==> src/rtl/cdb_arbiter.sv <==
// Common data bus arbiter: one holding slot per functional-unit source, a
// round-robin grant each cycle, and a registered broadcast to the RS/ROB.
package cdb_pkg;
    localparam int ROB_ID_W   = 4;
    localparam int CDB_WORD_W = 16;

    typedef logic [ROB_ID_W-1:0]   lc3b_rob_id;
    typedef logic [CDB_WORD_W-1:0] lc3b_word;

    localparam lc3b_rob_id ROB_ID_INVALID = '1;

    typedef struct packed {
        logic       ready;
        lc3b_rob_id dest;
        lc3b_word   value;
    } lc3b_cdb;

    localparam lc3b_cdb CDB_IDLE = '{ready: 1'b0, dest: ROB_ID_INVALID, value: '0};
endpackage

`ifndef REORDER_ID_INVALID
`define REORDER_ID_INVALID cdb_pkg::ROB_ID_INVALID
`endif

module cdb_arbiter #(
    parameter int NUM_SRC = 4,
    parameter int WORD_W  = cdb_pkg::CDB_WORD_W
) (
    input  logic                                 clk,
    input  logic                                 rst_n,
    input  logic                                 flush,
    input  logic [NUM_SRC-1:0]                   src_valid,
    input  cdb_pkg::lc3b_rob_id [NUM_SRC-1:0]    src_dest,
    input  logic [NUM_SRC-1:0][WORD_W-1:0]       src_value,
    output logic [NUM_SRC-1:0]                   src_ready,
    output cdb_pkg::lc3b_cdb                     data_bus
);
    import cdb_pkg::*;

    localparam int PTR_W = (NUM_SRC > 1) ? $clog2(NUM_SRC) : 1;
    localparam logic [PTR_W-1:0] LAST_SRC = PTR_W'(NUM_SRC - 1);

    logic [NUM_SRC-1:0] slot_occ;
    lc3b_rob_id         slot_dest  [NUM_SRC];
    logic [WORD_W-1:0]  slot_value [NUM_SRC];
    logic [PTR_W-1:0]   rr_ptr;

    logic               grant_vld;
    logic [PTR_W-1:0]   grant_idx;
    logic [PTR_W-1:0]   cand;
    logic [NUM_SRC-1:0] grant_mask;
    logic [NUM_SRC-1:0] load_en;

    // Rotating index starting at the round-robin pointer.
    function automatic logic [PTR_W-1:0] wrap_add(input logic [PTR_W-1:0] base,
                                                  input int unsigned off);
        return PTR_W'((32'(base) + off) % NUM_SRC);
    endfunction

    // NOTE: every always_comb output gets a default first so no path can
    // leave a value unassigned and infer a latch.
    always_comb begin
        grant_vld = 1'b0;
        grant_idx = '0;
        cand      = '0;
        for (int k = 0; k < NUM_SRC; k++) begin
            cand = wrap_add(rr_ptr, k);
            if (!grant_vld && slot_occ[cand]) begin
                grant_vld = 1'b1;
                grant_idx = cand;
            end
        end
        grant_mask = grant_vld ? (NUM_SRC'(1) << grant_idx) : '0;
    end

    // A slot can take a new result if it is empty or being drained this cycle;
    // invalid-dest offers handshake but are never stored.
    always_comb begin
        src_ready = '0;
        load_en   = '0;
        for (int i = 0; i < NUM_SRC; i++) begin
            src_ready[i] = !flush && (!slot_occ[i] || grant_mask[i]);
            load_en[i]   = src_valid[i] && src_ready[i] && (src_dest[i] != ROB_ID_INVALID);
        end
    end

    // NOTE: state registers use non-blocking assignments so every flop in
    // the block samples pre-edge values regardless of statement order.
    always_ff @(posedge clk or negedge rst_n) begin
        if (!rst_n) begin
            slot_occ <= '0;
            rr_ptr   <= '0;
            data_bus <= CDB_IDLE;
        end else if (flush) begin
            slot_occ <= '0;
            rr_ptr   <= '0;
            data_bus <= CDB_IDLE;
        end else begin
            slot_occ <= (slot_occ & ~grant_mask) | load_en;
            if (grant_vld) begin
                data_bus <= '{ready: 1'b1,
                              dest:  slot_dest[grant_idx],
                              value: lc3b_word'(slot_value[grant_idx])};
                rr_ptr   <= (grant_idx == LAST_SRC) ? '0 : grant_idx + 1'b1;
            end else begin
                data_bus <= CDB_IDLE;
            end
        end
    end

    // NOTE: slot payload is not reset; it is only ever read while its
    // occupied bit is set, and that bit is reset.
    always_ff @(posedge clk) begin
        for (int i = 0; i < NUM_SRC; i++) begin
            if (load_en[i]) begin
                slot_dest[i]  <= src_dest[i];
                slot_value[i] <= src_value[i];
            end
        end
    end

endmodule

==> config.mk <==
export PLATFORM = sky130hd
export DESIGN_NAME = cdb_arbiter
export DESIGN_NICKNAME = d
export VERILOG_FILES = /design/src/rtl/cdb_arbiter.sv
export SDC_FILE = /design/constraint.sdc
export NUM_CORES = 1
export LEC_CHECK = 0
export ABC_CLOCK_PERIOD_IN_PS = 4300
export CAP_MARGIN = 40
export CORE_ASPECT_RATIO = 0.9
export CORE_UTILIZATION = 40
export CTS_BUF_LIST = sky130_fd_sc_hd__clkbuf_4 sky130_fd_sc_hd__clkbuf_8 sky130_fd_sc_hd__clkbuf_16
export CTS_CLUSTER_DIAMETER = 60
export DETAILED_ROUTE_END_ITERATION = 8
export GPL_ROUTABILITY_DRIVEN = 0
export GPL_TIMING_DRIVEN = 0
export PLACE_DENSITY = 0.69
export SYNTH_ARGS = -nofsm -noshare
export SYNTH_HDL_FRONTEND = slang
export SYNTH_SLANG_ARGS = --single-unit
==> constraint.sdc <==
create_clock -name clk -period 4.3 [get_ports clk]
set_input_delay 0.86 -clock clk [delete_from_list [all_inputs] [get_ports clk]]
set_output_delay 0.86 -clock clk [all_outputs]
set_load 0.01 [all_outputs]
# Word-level counts from Yosys, hierarchy flattened
# Memories as Yosys holds them, arrays and structs flattened.
# Cells that the tools add are included.
[totals]
inputBits = 87
out_inout_bits = 25
regBits = 27
wordCells = 83
n_memories = 2
ramBits = 80
[op_classes]
bitwise_logic = 3
magnitude_cmp = 4
eq_ne = 5
muxes = 31
addsub = 4
shifts = 1
reduce_logical = 28
[mem_list]
columns = ["name", "depth", "width", "rd", "rd_ports_with_merged_regs", "wr", "line_no", "text"]
rows = [
  ["slot_value", 4, 16, 1, 0, 4, "45", "logic [WORD_W-1:0] slot_value [NUM_SRC];"],
  ["slot_dest", 4, 4, 1, 0, 4, "44", "lc3b_rob_id slot_dest [NUM_SRC];"],
]
[ops]
columns = ["operator", "count"]
rows = [
  ["21-bit two-way mux", 2],
  ["1-bit two-way mux", 16],
  ["4-bit != test (second input constant)", 4],
  ["1-bit logical AND", 15],
  ["2-bit two-way mux", 7],
  ["2-bit by 3-bit less-than comparator with 1-bit output (second input constant)", 4],
  ["1-bit binary-select mux with 2-bit select", 4],
  ["1-bit logical NOT", 8],
  ["4-bit two-way mux", 2],
  ["2-bit by 1-bit adder with 2-bit output (second input constant)", 2],
  ["2-bit adder (second input constant)", 2],
  ["4-bit bitwise AND", 1],
  ["1-bit logical OR", 4],
  ["4-bit inverter", 1],
  ["4-bit bitwise OR", 1],
  ["1-bit by 2-bit << shifter with 4-bit output (first input constant)", 1],
  ["2-bit equality test (second input constant)", 1],
  ["2-bit nonzero test", 1],
]

# Depth between registers and ports, before layout
# Gate-level depths: netlist (run 1).
[depth]
ltp_word = 20
ltp_mapped = 7
mapped_depth_nobuf = 5

# Least setup slack after synthesis (run 1)
# Ideal clock, no wire load.
[synth_path]
kind = "input to register"
from = "input flush"
to = "memory slot_dest[2][0] (netlist name) (enable)"
required_time_ns = 3.903
arrival_ns = 2.083
cell_stages = 3
setup_ns = 0.397
n_path_buf = 1
path_slack_ns = 1.821
cell_sequence = "clkbuf_1 -> nand3b_1 -> nor2_1"
[synth_lines]
columns = ["element", "line_no", "text"]
rows = [
  ["start, declared", "31", "input logic flush,"],
  ["end, declared", "44", ""],
]

# Final worst setup path (run 1)
[layout_path]
from = "input flush"
to = "output src_ready[3]"
[layout_between]
elab_chain_len = 2
[layout_rtl]
columns = ["element", "line_no", "text"]
rows = [
  ["1-bit logical NOT", "82", "src_ready[i] = !flush && (!slot_occ[i] || grant_mask[i]);"],
  ["1-bit logical AND", "82", ""],
  ["end, declared", "35", "output logic [NUM_SRC-1:0] src_ready,"],
]
# No other way between the ends.

==> results of run 1 <==
cell usage in the layout (no fill, tap or decap), types with 5 or more instances in the layout:
| master | n |
|---|---|
| clkbuf_8 | 9 |
| nor2_1 | 6 |
| buf_2 | 5 |
| nand2_1 | 10 |
| and2_1 | 16 |
| nor2b_1 | 5 |
| dfrtp_1 | 23 |
| a221o_1 | 16 |
| clkdlybuf4s50_1 | 111 |
| a221oi_1 | 5 |
| edfxtp_1 | 80 |
| a22o_1 | 16 |
| a21oi_1 | 8 |
layout make-up:
class | instances | area (µm²)
Fill cell | 806 | 4130
Sequential cell | 107 | 3083
Timing Repair Buffer | 116 | 1199
Multi-Input combinational cell | 120 | 838.3
Tap cell | 126 | 157.7
Clock buffer | 10 | 131.4
Buffer | 13 | 85.08
Clock inverter | 6 | 63.81
Inverter | 3 | 11.26
report_power, final:
part | leakage (nW) | switching, W | internal [W]
clock | 0.0993 | 0.000339 | 0.000277
sequential | 1.09 | 0.0000217 | 0.00119
combinational | 0.859 | 0.000160 | 0.000197
total | 2.04 | 0.000521 | 0.00166
per-layer routing:
layer,track usage,part of all wire,vias up
li1,-,-,1206
met1,0.2406,0.42,1278
met2,0.3042,0.49,109
met3,0.06604,0.078,7
met4,0.04215,0.0061,0
met5,0,0,-
registers in the layout (all words and copies together) (netlist names):
signal,flops
slot_value,64
slot_dest,16
rr_ptr,2
slot_occ,4
data_bus,21
worst max-delay path: stages:
cell and delay, ps:
clkdlybuf4s50_1 480, clkbuf_1 260, a21oi_1 270, clkdlybuf4s50_1 580
cells in the mapped netlist:
library cell,instances
a221o_1,16
a22oi_1,4
nand2b_1,3
o21ai_0,4
a22o_1,16
edfxtp_1,80
and2_0,1
nand3b_1,1
o21ai_1,1
nand4_1,4
nor2_1,7
clkbuf_1,3
a221oi_1,5
inv_1,2
buf_4,2
or2_1,2
nand2_1,10
nor3_1,2
and3_1,4
inv_2,1
and2_1,16
and3_4,1
o221ai_1,1
a2bb2oi_1,1
nand3_1,3
a21oi_1,8
nor4_2,1
dfstp_2,4
nor2_2,2
buf_6,3
nor3b_2,1
buf_2,5
nor2b_1,5
a221oi_2,1
dfrtp_1,23
logic make-up (layout without fill, tap and decap cells):
group           count (synthesis)  after routing
compound gates                 57             57
buf+inv                        16            148
flops                         107            107
simple gates                   63             63
metrics by stage:
stage | util | setup slack (ps)
6_report | 0.5742 | 992.1
5_1_grt | 0.5742 | 894.8
4_1_cts | 0.5742 | 1019
3_5_place_dp | 0.5541 | 1019
3_3_place_gp | 0.5448 | 604.4
2_1_floorplan | - | 1821
worst min-delay path by stage:
stage | endpoint | slack [ps] | cells after the start
finish | data_bus[18] | 480 | 2
global route | data_bus[2] | 490 | 1
detailed placement | data_bus[17] | 460 | 2
floorplan | data_bus[16] | 440 | 2
global placement | data_bus[18] | 460 | 2
CTS | data_bus[17] | 480 | 2
==> impl_results.md, run 1 <==
* Run status: completed
* Seq cells post-synth at 107
* Hold Path Class: reg -> reg
* Final instance area at 0.005569 mm²
* R2R Path End: slot_value[1][15]
* R2R depth at 6
* Critical path capture point: src_ready[3]
* # rows at 34
* Setup TNS at 0 ps
* Synth top area share at 0.5983
* Area contributors post-synth: edfxtp_1, dfrtp_1, a221o_1, a22o_1, dfstp_2
* Num CTS Buffers at 9
* Hold Crit Start: slot_dest[2][2]
* First-pass iteration count of the detailed router at 4
* Adder-cell share of the synthesized area at 0
* First-pass GRT wire length at 14.23 mm
* Final Power at 0.002184 W
* Max-slew violations at 0
* CTS resizes at 0
* Period utilization at 0.7693
* Post-Syn Instances at 243
* Worst hold slack at 482.4 ps
* Xor and xnor area share after synthesis at 0
* Largest net degree at the start of global routing at 18
* Fin crit period at about 3300 ps
* Diode count at 0
* Synth Net Count at 330
* Synth Area in Compound Gates at 0.1175
* Num Clock Sinks at 107
* Core area at slightly below 0.01 mm²
* CP arrival at 2450 ps
* H-tree level count at 3
* DIE WIDTH at ~110 µm
* Hold_buf cts at 0
* Area grow syn2layout at 38.70%
* Critical Path Sink Type: output pin
* WP data required at between 3000 and 4000 ps
* Synth warn at 0
* Starting Density at 0.4140
* Avg Cell Area, Syn at 16.52 µm²
* Worst Setup SP: flush
* Cells after DPL at just under 500
* DRC Markers at 0
* Clock buffer depth at 2
* Cell Pwr Density at 392.2 mW/mm²
* Overflow after GRT at 0
* Post-Synthesis Cell Area at 0.004015 mm²
* # port buffers at 111
* Final hold viol count at 0
* WS Path Type: in -> out
* Clk_lat worst skew at 360 ps
* Leading area contributor after synthesis: edfxtp_1
* Crit-path max FO at 10
* Setup bufs post-CTS at 0
* Post-synth cell types at 35
* RSZ-0062 raised after global routing: no
* Simple-gate share of the synthesized area at 0.09068
* Die Y at 97.05 µm
* Leak at 2.045 nW
* Final nets at 457
* Final wirelength at 9.017 mm
* Dpl cell area at 0.005374 mm²
* Worst R2R Start: rr_ptr[1]
* Clock Root Buffer: clkbuf_8
* Die area at 0.01044 mm²
* DR vias/cell at 5.190
* Post-synthesis mux area share at 0
* GRT Util Overall at 0.1873
* Routed length per instance at 18.00 µm
* Non-Filler Instances at 501
* Worst-path clk slew at 100 ps
* Max_slew headroom at 0.5819
* Vias in the first global route at 2758
* Max Cap Viol at 0
* Crit start category: input port
* Post-route ant nets at 0
* IO Pins at 112
* Post-DP HPWL at roughly 6.6 mm
* Reg-to-reg slack, setup at between 1500 and 2000 ps
* Part of the Yosys area used for sequential elements at 0.7678
* Max Freq at 302.3 MHz
* Worst Skew at 7.956 ps
* Worst-margin pin slew at 625.1 ps
* Vias at 2600
* TritonCTS clock tree: built
* Main combinational cell family by area after synthesis: compound AO/OA/AOI/OAI gates
* Setup violators final at 0
* Peak VDD IR at 0.2058 mV
* Antenna violations before repair at 0
* Share of cells above drive strength 1 at 0.1093
* Starting DRT DRC Count at 111
(Power assumes the default switching activity.)
==> run 2, diff against run 1 <==
Settings changed: ABC_CLOCK_PERIOD_IN_PS 4300 to 2900, PLACE_DENSITY 0.69 to 0.71.
Clock period 4.3 ns to 2.9 ns, I/O delays scaled along.
==> run 2 against run 1 <==
  * Routed wire length shrank 0.43%
  * Clock-buffer cell count is the same
  * Combinational power grew 49%
  * Via count shrank 2.5%
  * Critical path type is now reg -> out
  * Highest routed layer unchanged
==> impl_results.md, run 2 (synthesis gave the netlist of run 1 again) <==
* Run status: completed
* Clock buffer depth at 2
* Crit-path max FO at 8
* P_sw at around 0.00076 W
* CP arrival at 2160 ps
* Antenna violations before repair at 0
* Vias at about 2.5k
* Filler cells at 800
* First-pass iteration count of the detailed router at 4
* Max Freq at 365.2 MHz
* Post-DP HPWL at around 6.6 mm
* Peak VDD IR at approximately 0.41 mV
* Pint at 0.002467 W
* GRT Util Overall at 0.1839
* Sw Share at 0.2354
* Max FFs per register at 64
* Final nets at approximately 460
* Clk_lat worst skew at 360 ps
* Final core occ at 0.5743
* Core area at 0.009699 mm²
* Max-slew violations at 0
* Period utilization at 0.9443
* Non-Filler Instances at between 500 and 600
* Worst-margin pin slew at roughly 800 ps
* # rows at 34
* Final Power at 0.003227 W
* Overflow after GRT at 0
* # port buffers at 111
* Setup violators final at 0
* Critical Path Sink Type: output pin
* WP data required at 2320 ps
* Share of cells above drive strength 1 at 0.1120
* Worst-path clk slew at 100 ps
* Dpl cell area at around 0.0054 mm²
* Post-route ant nets at 0
* Final instance area at 0.005570 mm²
* Max Cap Viol at 0
* Leading cell type in the layout, fill and taps excluded: clkdlybuf4s50_1
* Clock Root Buffer: clkbuf_8
* IO Pins at 112
* H-tree level count at 3
* Clock network power share at 0.279
* Starting Density at 0.4140
* Logic gate share of total power at 0.165
* DRC Markers at 0
* TritonCTS clock tree: built
* Vias in the first global route at 2646
* Hold Path Class: reg -> reg
* Multi-input gate area at around 840 µm²
* WS Path Type: reg -> out
* Num Clock Sinks at 107
* Cell Pwr Density at 579.3 mW/mm²
* Die Y at between 90 and 100 µm
* Final hold viol count at 0
* RSZ-0062 raised after global routing: no
* Starting DRT DRC Count at 109
* Area grow syn2layout at 38.73%
* Leak at approximately 2.0 nW
* Seq pwr share at 0.556
* DIE WIDTH at 107.6 µm
* Largest registers: slot_value: 64 flops, data_bus: 21 flops, slot_dest: 16 flops
* Diode count at 0
* Cells after DPL at around 490
* Most frequent cells in the layout: clkdlybuf4s50_1, edfxtp_1, dfrtp_1
* DR vias/cell at around 5.1
* Die area at 0.01044 mm²
* Worst Setup SP: slot_occ[0]
* Fin crit period at 2738 ps
* Final wirelength at 8.978 mm
* Register area at 0.003083 mm²
* Worst Skew at 12.93 ps
* Worst hold slack at 466.8 ps
* Crit start category: register
* Worst R2R Start: rr_ptr[1]
* Routed length per instance at 17.92 µm
* Num CTS Buffers at 9
* Register with the most flip-flops: slot_value
* First-pass GRT wire length at 13.92 mm
* Setup bufs post-CTS at 0
* Largest net degree at the start of global routing at 18
* Hold Crit Start: slot_value[1][14]
* Max_slew headroom at 0.4760
-- run 2: cell counts in the layout (fill, tap and decap cells not counted) --
No cell type changed its count.
-- run 2: layout make-up --
class                   count  share of cell area
flip-flops and latches    107              0.5535
repair buffers            116              0.2152
multi-input cells         120              0.1505
well taps                 126             0.02830
clock buffers              10             0.02358
plain buffers              13             0.01527
clock inverters             6             0.01168
inverters                   3            0.002022
-- run 2: power by group through the flow --
stage	registers, W	clock network, W	logic [W]
after global routing	0.00180	0.000982	0.000578
final	0.00179	0.000899	0.000533
after CTS	0.00180	0.000930	0.000539
after detailed placement	0.00183	0	0.000537
after floorplan	0.00184	0	0.000211
after global placement	0.00183	0	0.000509
-- run 2: metal layers --
layer / vias up / track usage / wire length [µm]
met5: - / 0 / 0
met3: 6 / 0.06402 / 649
met4: 0 / 0.03161 / 49
met2: 83 / 0.3037 / 4409
li1: 1206 / - / -
met1: 1239 / 0.2364 / 3869
-- run 2: timing repair --
action / 4_1_cts / 5_1_grt
endpoints found under the setup margin: 0 / 1
resized for setup: 0 / 1
hold buffers: 0 / 0
-- run 2: final timing paths --
kind                       slack, ps  cells past startpoint           endpoint
hold reg to reg                  470                      1       data_bus[14]
hold / removal                   470                      1       data_bus[14]
setup reg to reg                 530                      6  slot_value[1][14]
max in group asynchronous       1670                      2       data_bus[15]
min in group asynchronous        680                      1       data_bus[11]
setup / recovery                 160                      5       src_ready[2]
-- run 2: stage by stage --
stage | setup slack (ps) | TNS (ps)
2_1_floorplan | 658.5 | 0
3_5_place_dp | 235.2 | 0
5_1_grt | 4.110 | 0
3_3_place_gp | -449.9 | -8978
4_1_cts | 147.3 | 0
6_report | 161.6 | 0
-- run 2: worst max-delay path, cell delays in order, from the launching register on --
cell and delay (ps):
dfrtp_1 500, nand2b_1 130, a221oi_2 380, and2_1 240
nor2_1 60, clkdlybuf4s50_1 490
==> run 3, diff against run 2 <==
Settings changed: CORE_ASPECT_RATIO 0.9 to default, HOLD_SLACK_MARGIN from default to 0.03.
==> run 3 against run 2 <==
  * Clock power fell by 3.4%
  * Via count fell by 1.9%
  * Routed wire length fell by 2.7%
  * Fmax fell by 1.3%
  * Sequential share of layout area fell by 0.24 points
  * Non-clock buffer count did not move
  * Design area rose by 0.43%
  * Utilization rose by 0.067 points
  * Worst setup slack got worse by 37 ps
  * Largest power group unchanged
==> impl_results.md, run 3 (synthesis gave the netlist of run 1 again) <==
* Run status: completed
* Share of cells above drive strength 1 at 0.1147
* Antenna violations before repair at 0
* Starting Density at 0.4127
* Leak at 2.049 nW
* Fin crit period at 2775 ps
* Crit-path slowest cell: clkdlybuf4s50_1
* Period utilization at 0.9570
* Diode count at 0
* Max Freq at 360.3 MHz
* Critical Path Sink Type: output pin
* TritonCTS clock tree: built
* Max-slew violations at 0
* Die Y at just over 100 µm
* Worst path cell trace: buf_6 -> nor3_1 -> a221oi_4 -> and2_1 -> nor2_1 -> clkdlybuf4s50_1
* Multi-input gate area at 849.6 µm²
* RSZ-0062 raised after global routing: no
* R2R Path End: slot_value[1][12]
* Crit-path max FO at 10
* Most frequent cells in the layout: clkdlybuf4s50_1, edfxtp_1, dfrtp_1
* Peak VDD IR at around 0.26 mV
* Max FFs per register at 64
* Clk_lat worst skew at 370 ps
* Largest registers: slot_value: 64 flops, data_bus: 21 flops, slot_dest: 16 flops
* Clock buffer depth at 2
* Leading cell type in the layout, fill and taps excluded: clkdlybuf4s50_1
* Starting DRT DRC Count at 66
* Worst-path clk slew at 110 ps
* Vias at 2485
* Routed length per instance at about 17 µm
* Filler cells at 786
* CP arrival at roughly 2200 ps
* Worst hold slack at 478.8 ps
* Hold_buf cts at 0
* Setup bufs post-CTS at 0
* IO Pins at 112
* Setup violators final at 0
* Register with the most flip-flops: slot_value
* GRT Util Overall at 0.1761
* Cells after DPL at just under 500
* WS Path Type: reg -> out
* Final hold viol count at 0
* Worst Skew at 18.60 ps
* Num CTS Buffers at 9
* Dpl cell area at 0.005395 mm²
* Final instance area at 0.005594 mm²
* # rows at 36
* Register area at 0.003083 mm²
* DIE WIDTH at between 100 and 150 µm
* Overflow after GRT at 0
* Hold Path Class: reg -> reg
* Crit start category: register
* Critical path capture point: src_ready[2]
* Vias in the first global route at about 2.5k
* CTS resizes at 0
* First-pass iteration count of the detailed router at 4
* H-tree level count at 3
* First-pass GRT wire length at 13.05 mm
* Core area at 0.009729 mm²
* Final wirelength at 8.739 mm
* Max_slew headroom at 0.4466
* Largest net degree at the start of global routing at 20
* DR vias/cell at between 4 and 5
* # port buffers at around 110
* WP data required at 2320 ps
* Clock Root Buffer: clkbuf_8
* Reg-to-reg slack, setup at 590 ps
* Num Clock Sinks at 107
* Die area at roughly 0.010 mm²
* Cell Pwr Density at 571.3 mW/mm²
* Max Cap Viol at 0
* Worst R2R Start: slot_occ[2]
* Area grow syn2layout at 39.33%
* Worst-margin pin slew at roughly 830 ps
* Post-route ant nets at 0
* Post-DP HPWL at 6.499 mm
* Worst Setup SP: slot_occ[1]
* R2R depth at 7
* Final nets at between 400 and 500
* Crit-path max cell delay at 560 ps
* Non-Filler Instances at 508
* DRC Markers at 0
-- run 3: power breakdown --
group | internal, W | switching [W] | leakage [nW]
Clock | 0.000340 | 0.000528 | 0.0943
Sequential | 0.00176 | 0.0000291 | 1.09
Combinational | 0.000297 | 0.000239 | 0.868
-- run 3: routing by layer --
| layer | share of wire | global-route usage | up-vias |
|---|---|---|---|
| li1 | - | - | 1204 |
| met1 | 0.41 | 0.2148 | 1186 |
| met2 | 0.51 | 0.3051 | 85 |
| met3 | 0.070 | 0.04036 | 10 |
| met4 | 0.013 | 0.06593 | 0 |
| met5 | 0 | 0 | - |
-- run 3: area by class of cell --
class | count | area share
plain buffers | 13 | 0.01521
clock buffers | 10 | 0.02348
clock inverters | 6 | 0.01006
inverters | 3 | 0.002013
multi-input cells | 120 | 0.1519
flip-flops and latches | 107 | 0.5511
well taps | 133 | 0.02975
repair buffers | 116 | 0.2165
-- run 3: worst max-delay path, delay by kind of cell (launching register included) --
| family | cells | cell delay (ps) |
|---|---|---|
| and+or+nand+nor | 3 | 620 |
| DFF | 1 | 410 |
| buffers and inverters | 2 | 710 |
| AOI/OAI and AO/OA | 1 | 80 |
-- run 3: worst min path at each step --
stage,from,to,slack [ps],cells past startpoint
global route,slot_dest[2][2],data_bus[18],500,2
CTS,slot_dest[0][1],data_bus[17],480,2
detailed placement,slot_dest[3][0],data_bus[16],460,2
global placement,slot_dest[2][3],data_bus[19],460,2
finish,slot_dest[2][1],data_bus[17],480,2
floorplan,rst_n,data_bus[0],280,0
-- run 3: through the flow --
step	util	TNS, ps	setup slack, ps	power (W)
after floorplan	-	0	658.5	0.002055
after global placement	0.5440	-8732	-438.3	0.002336
after detailed placement	0.5545	0	193.7	0.002365
after CTS	0.5738	0	139.2	0.003219
after global routing	0.5750	0	7.501	0.003336
final	0.5750	0	124.7	0.003196
